[src/rtl/object_transition.sv]
// ============================================================================
//  Module   : object_transition
//  Purpose  : X/Y position integrator, one saturating step per moveclk rise.
//  Revision : 1.0  initial release
// ============================================================================
`default_nettype none

module object_transition (
   input  logic       clk,
   input  logic       rst,
   input  logic       en,
   input  logic       moveclk,
   input  logic [9:0] initPosX,
   input  logic [8:0] initPosY,
   input  logic [9:0] vx,
   input  logic [8:0] vy,
   input  logic [1:0] dx,
   input  logic [1:0] dy,
   output logic [9:0] posx,
   output logic [8:0] posy
);

   localparam logic signed [11:0] c_XMAX = 12'sd639;
   localparam logic signed [11:0] c_YMAX = 12'sd479;

   logic [9:0] r_posx;
   logic [8:0] r_posy;
   logic       r_mc;

   logic              w_step;
   logic signed [11:0] w_sumx;
   logic signed [11:0] w_sumy;
   logic signed [11:0] w_clx;
   logic signed [11:0] w_cly;
   logic [9:0]        w_nx;
   logic [8:0]        w_ny;
   logic [9:0]        w_initx;
   logic [8:0]        w_inity;

   // Saturate a signed 12-bit intermediate into [0, lim].
   function automatic logic signed [11:0] f_clamp(input logic signed [11:0] v,
                                                  input logic signed [11:0] lim);
      if (v < 12'sd0)
         f_clamp = 12'sd0;
      else if (v > lim)
         f_clamp = lim;
      else
         f_clamp = v;
   endfunction

   assign w_step  = moveclk & ~r_mc;
   assign w_initx = (initPosX > 10'd639) ? 10'd639 : initPosX;
   assign w_inity = (initPosY > 9'd479)  ? 9'd479  : initPosY;

   always_comb begin
      w_sumx = $signed({2'b00, r_posx});
      w_sumy = $signed({3'b000, r_posy});
      if (dx[1]) begin
         if (dx[0])
            w_sumx = $signed({2'b00, r_posx}) - $signed({2'b00, vx});
         else
            w_sumx = $signed({2'b00, r_posx}) + $signed({2'b00, vx});
      end
      if (dy[1]) begin
         if (dy[0])
            w_sumy = $signed({3'b000, r_posy}) - $signed({3'b000, vy});
         else
            w_sumy = $signed({3'b000, r_posy}) + $signed({3'b000, vy});
      end
      w_clx = f_clamp(w_sumx, c_XMAX);
      w_cly = f_clamp(w_sumy, c_YMAX);
      w_nx  = w_clx[9:0];
      w_ny  = w_cly[8:0];
   end

   // Edge history tracks moveclk unconditionally so disabled ticks are dropped.
   always_ff @(posedge clk) begin
      r_mc <= moveclk;
      if (rst) begin
         r_posx <= w_initx;
         r_posy <= w_inity;
      end else if (w_step && en) begin
         r_posx <= w_nx;
         r_posy <= w_ny;
      end
   end

   assign posx = r_posx;
   assign posy = r_posy;

endmodule

`default_nettype wire

[config.mk]
export PLATFORM = sky130hd
export DESIGN_NAME = object_transition
export DESIGN_NICKNAME = d
export VERILOG_FILES = /design/src/rtl/object_transition.sv
export SDC_FILE = /design/constraint.sdc
export NUM_CORES = 1
export LEC_CHECK = 0
export ABC_AREA = 1
export BUFFER_PORTS_ARGS = -buffer_cell sky130_fd_sc_hd__buf_2
export CORE_UTILIZATION = 40
export CTS_CLUSTER_DIAMETER = 30
export CTS_CLUSTER_SIZE = 40
export DETAILED_ROUTE_END_ITERATION = 10
export PLACE_DENSITY = 0.62
export SLEW_MARGIN = 20
export SYNTH_ARGS = -nofsm -noshare
export SYNTH_HDL_FRONTEND = slang
export SYNTH_SLANG_ARGS = --single-unit
[constraint.sdc]
create_clock -name clk -period 2.2 [get_ports clk]
set_input_delay 0.33 -clock clk [delete_from_list [all_inputs] [get_ports clk]]
set_output_delay 0.33 -clock clk [all_outputs]
set_load 0.1 [all_outputs]
==> Flow_metrics.wiki <==
{| class="wikitable"
! Metric !! Value
|-
| Pre-CTS WS || -0.261 ns
|-
| Combinational Power Share || 69.3%
|-
| Relative contribution of sequential cells to total power || 20.9%
|-
| WP data arrival || 2.42 ns
|-
| Yosys Warn Count || 0
|-
| Instance count of the mapped netlist || 488
|-
| Leakage power of the design || 0.00232 uW
|-
| Switching share of power || 50.0%
|-
| Data required time at the worst endpoint || 2.22 ns
|-
| Combined global-route utilization of all metal layers || 22.6%
|-
| Synthesized area || 3120 um^2
|-
| Power density over the cells || 586 nW/um^2
|-
| Bufs on Longest Clock Path || 2
|-
| Total via count after detailed routing || 3546
|-
| Tightest Pin Transition || 0.493 ns
|-
| TritonCTS clock tree || built
|-
| Distinct cell type count after synthesis || 41
|-
| Std cell rows || 31
|-
| H-tree depth || 1
|-
| Clock skew || 0.00254 ns
|-
| Cell internal power dissipation || 1260 uW
|-
| Clock net sink count || 20
|-
| Crit Path Max Fanout || 5
|-
| Number of CTS-inserted buffers || 3
|-
| Kind of start point of the critical path || register
|-
| Number of antenna violations at the first check in global routing || 0
|-
| Router iterations before antenna repair || 4
|-
| Initial DRC count || 178
|-
| Flip-flop and latch count after synthesis || 20
|-
| Predominant post-synthesis flop cell || sky130_fd_sc_hd__edfxtp_1
|-
| Portion of synthesized cell area occupied by the leading cell type || 19.0%
|-
| Drt wl/cell || 13.0 um
|-
| Count of pins on the block boundary || 65
|-
| Portion of total power attributed to the clock network || 9.9%
|-
| Effective utilization at floorplan || 42.1%
|-
| CTS root buf || sky130_fd_sc_hd__clkbuf_8
|-
| Final cell count without fillers || 712
|-
| Routability congestion estimate from global placement || 0.871
|-
| Setup Viol. Count Final || 19
|-
| Unrepaired setup endpoints after global routing || true
|-
| Clock slew seen by the registers of the worst setup and hold paths || 0.08 ns
|-
| Post-route clock period utilization || 109%
|-
| Share of post-route cells with drive strength above 1 || 34.7%
|-
| Fraction of registers with async set or reset after synthesis || 0%
|-
| Tot Pwr || 2520 uW
|-
| Count of pins over their slew limit || 0
|-
| Maximum number of pins on one net before global-route repair || 23
|-
| Normalized max-slew margin || 67.4%
|-
| Fmax || 0.416 GHz
|-
| Area of the core || 7410 um^2
|-
| Total overflow reported by the global router || 0
|-
| Cell accounting for the most synthesized area || sky130_fd_sc_hd__nand2_1
|-
| Worst hold path class || in2reg
|-
| Final Critical Period || 2.40 ns
|-
| Cell with the most instances after synthesis || sky130_fd_sc_hd__nand2_1
|-
| Chip Height || 90.3 um
|-
| List of most frequent post-synthesis cells || sky130_fd_sc_hd__nand2_1 (158), sky130_fd_sc_hd__inv_1 (66), sky130_fd_sc_hd__nand3_1 (42)
|-
| Placed insts || 698
|-
| Fin. Hold Viols || 0
|-
| Avg Vias per Cell || 4.98
|-
| Crit path setup slack, layout || -0.204 ns
|-
| Nets || 702
|-
| Global-route wire length before repair || 15.2 mm
|-
| Horizontal die dimension || 90.3 um
|-
| Clock latency of the later-clocked register in the worst-skew pair || 0.26 ns
|-
| Area enclosed by the die boundary || 8150 um^2
|-
| Syn-to-layout area delta || 38.2%
|-
| Run status || finished with violations
|-
| Antenna diode count || 0
|-
| Vias in the first global route || 3346
|-
| Setup Crit Path Kind || reg2reg
|-
| Drt drc || 0
|-
| Nature of the critical path endpoint || register
|-
| Worst hold margin || 0.185 ns
|-
| Power spent charging and discharging nets || 1260 uW
|-
| Antenna violation net count after detailed routing || 0
|-
| EDFF count, synth || 19
|-
| Post-Syn Nets || 576
|-
| Biggest area contributors in the synthesized netlist || sky130_fd_sc_hd__nand2_1 (19%), sky130_fd_sc_hd__edfxtp_1 (18%), sky130_fd_sc_hd__ha_1 (15%), sky130_fd_sc_hd__inv_1 (7.9%), sky130_fd_sc_hd__nand3_1 (6.7%)
|-
| Detailed placer's ending HPWL || 7.41 mm
|-
| Worst ir drop on vdd || 0.401 mV
|-
| Share of synthesized area occupied by flip-flops and latches || 18.9%
|-
| Number of I/O port buffers || 64
|-
| Register-to-register path setup slack || -0.20 ns
|-
| Sum Neg Setup Slack || -3.02 ns
|-
| Violations in the final reports || setup timing
|-
| Post-synthesis area per instance || 6.39 um^2
|-
| Final wirelength || 9.27 mm
|-
| Max-cap check violation count || 0
|}
## sequential cells by signal, indices dropped and copies added, names as in the netlist
signal and cells:
posx 10, posy 9, r_mc 1
## repair_timing
action	in CTS	in global routing
hold buffers	0	0
setup endpoints to repair	19	19
resized for setup	23	21
buffers inserted	7	2
pin swaps	17	15
gates cloned	1	0
## power groups by stage
stage	clock network, uW	logic [uW]	registers (uW)
floorplan	0	796	841
global placement	0	1570	526
detailed placement	0	1580	527
CTS	253	1690	523
global route	266	1920	530
finish	250	1750	526
## critical path: stages, from the launching register on
cell,delay [ns]
sky130_fd_sc_hd__edfxtp_1,0.41
sky130_fd_sc_hd__inv_2,0.06
sky130_fd_sc_hd__ha_4,0.16
sky130_fd_sc_hd__fa_2,0.36
sky130_fd_sc_hd__o21ai_2,0.15
sky130_fd_sc_hd__nand2_1,0.08
sky130_fd_sc_hd__nand2_1,0.08
sky130_fd_sc_hd__nand2_1,0.06
sky130_fd_sc_hd__nand2_1,0.05
sky130_fd_sc_hd__nand2_1,0.04
sky130_fd_sc_hd__nand2_1,0.11
sky130_fd_sc_hd__nand3_1,0.10
sky130_fd_sc_hd__nand2_1,0.08
sky130_fd_sc_hd__nand2_2,0.09
sky130_fd_sc_hd__nand2_4,0.13
sky130_fd_sc_hd__nand3_2,0.07
sky130_fd_sc_hd__nand2_1,0.08
sky130_fd_sc_hd__nand2_1,0.04
## metal layers
metal,global-route usage (%),vias to the layer above,wire length (um)
met1,30.7,1613,4410
li1,-,1828,-
met2,39.2,98,4390
met3,2.44,7,392
met4,3.49,0,80
met5,0,-,0
## final cells by class
class | count | area (um^2)
multi-input cells | 386 | 2450
well taps | 99 | 124
inverters | 71 | 267
flip-flops and latches | 20 | 591
fillers | 723 | 3100
clock buffers | 3 | 41.3
repair buffers | 132 | 835
clock inverters | 1 | 3.75
## cell usage in the layout (no fill, tap or decap), types with 5 or more instances in the layout
cell                       synthesis  final
sky130_fd_sc_hd__a21oi_1          18     16
sky130_fd_sc_hd__a21oi_2           4      5
sky130_fd_sc_hd__buf_2             2     64
sky130_fd_sc_hd__buf_4             3     67
sky130_fd_sc_hd__edfxtp_1         19     19
sky130_fd_sc_hd__ha_1             38     25
sky130_fd_sc_hd__ha_4              0      9
sky130_fd_sc_hd__inv_1            66     59
sky130_fd_sc_hd__inv_2             4     11
sky130_fd_sc_hd__nand2_1         158    148
sky130_fd_sc_hd__nand2_2           7     17
sky130_fd_sc_hd__nand3_1          42     33
sky130_fd_sc_hd__nand3_2           2     11
sky130_fd_sc_hd__nor2_1           33     32
sky130_fd_sc_hd__o21ai_0          31     31
sky130_fd_sc_hd__o21ai_2           3      5
sky130_fd_sc_hd__xor2_1            6      6
## cell families (layout without fill, tap and decap cells)
family	count (synthesis)	count (layout)	share of synthesized area (%)
AND/OR/NAND/NOR	262	263	36.2
XOR/XNOR	6	6	1.69
AO/OA/AOI/OAI	72	72	13.7
multiplexers	3	3	0.963
flip-flops	20	20	18.9
adder cells (fa/ha/maj)	42	42	17.8
buffers and inverters	83	207	10.7
## final timing paths
kind	depth (start not counted)	from	end
worst max-delay path	17	posx[0]	posx[6]
worst max register to register	17	posx[0]	posx[6]
worst min-delay path	1	moveclk	r_mc
worst min register to register	3	r_mc	posy[8]
## metrics by stage
step / area, um^2 / util [%]
3_5_place_dp: 3990 / 53.9
5_1_grt: 4310 / 58.2
4_1_cts: 4200 / 56.7
3_3_place_gp: 3990 / 53.9
2_1_floorplan: 3170 / -
6_report: 4310 / 58.2
(Power assumes the default switching activity.)
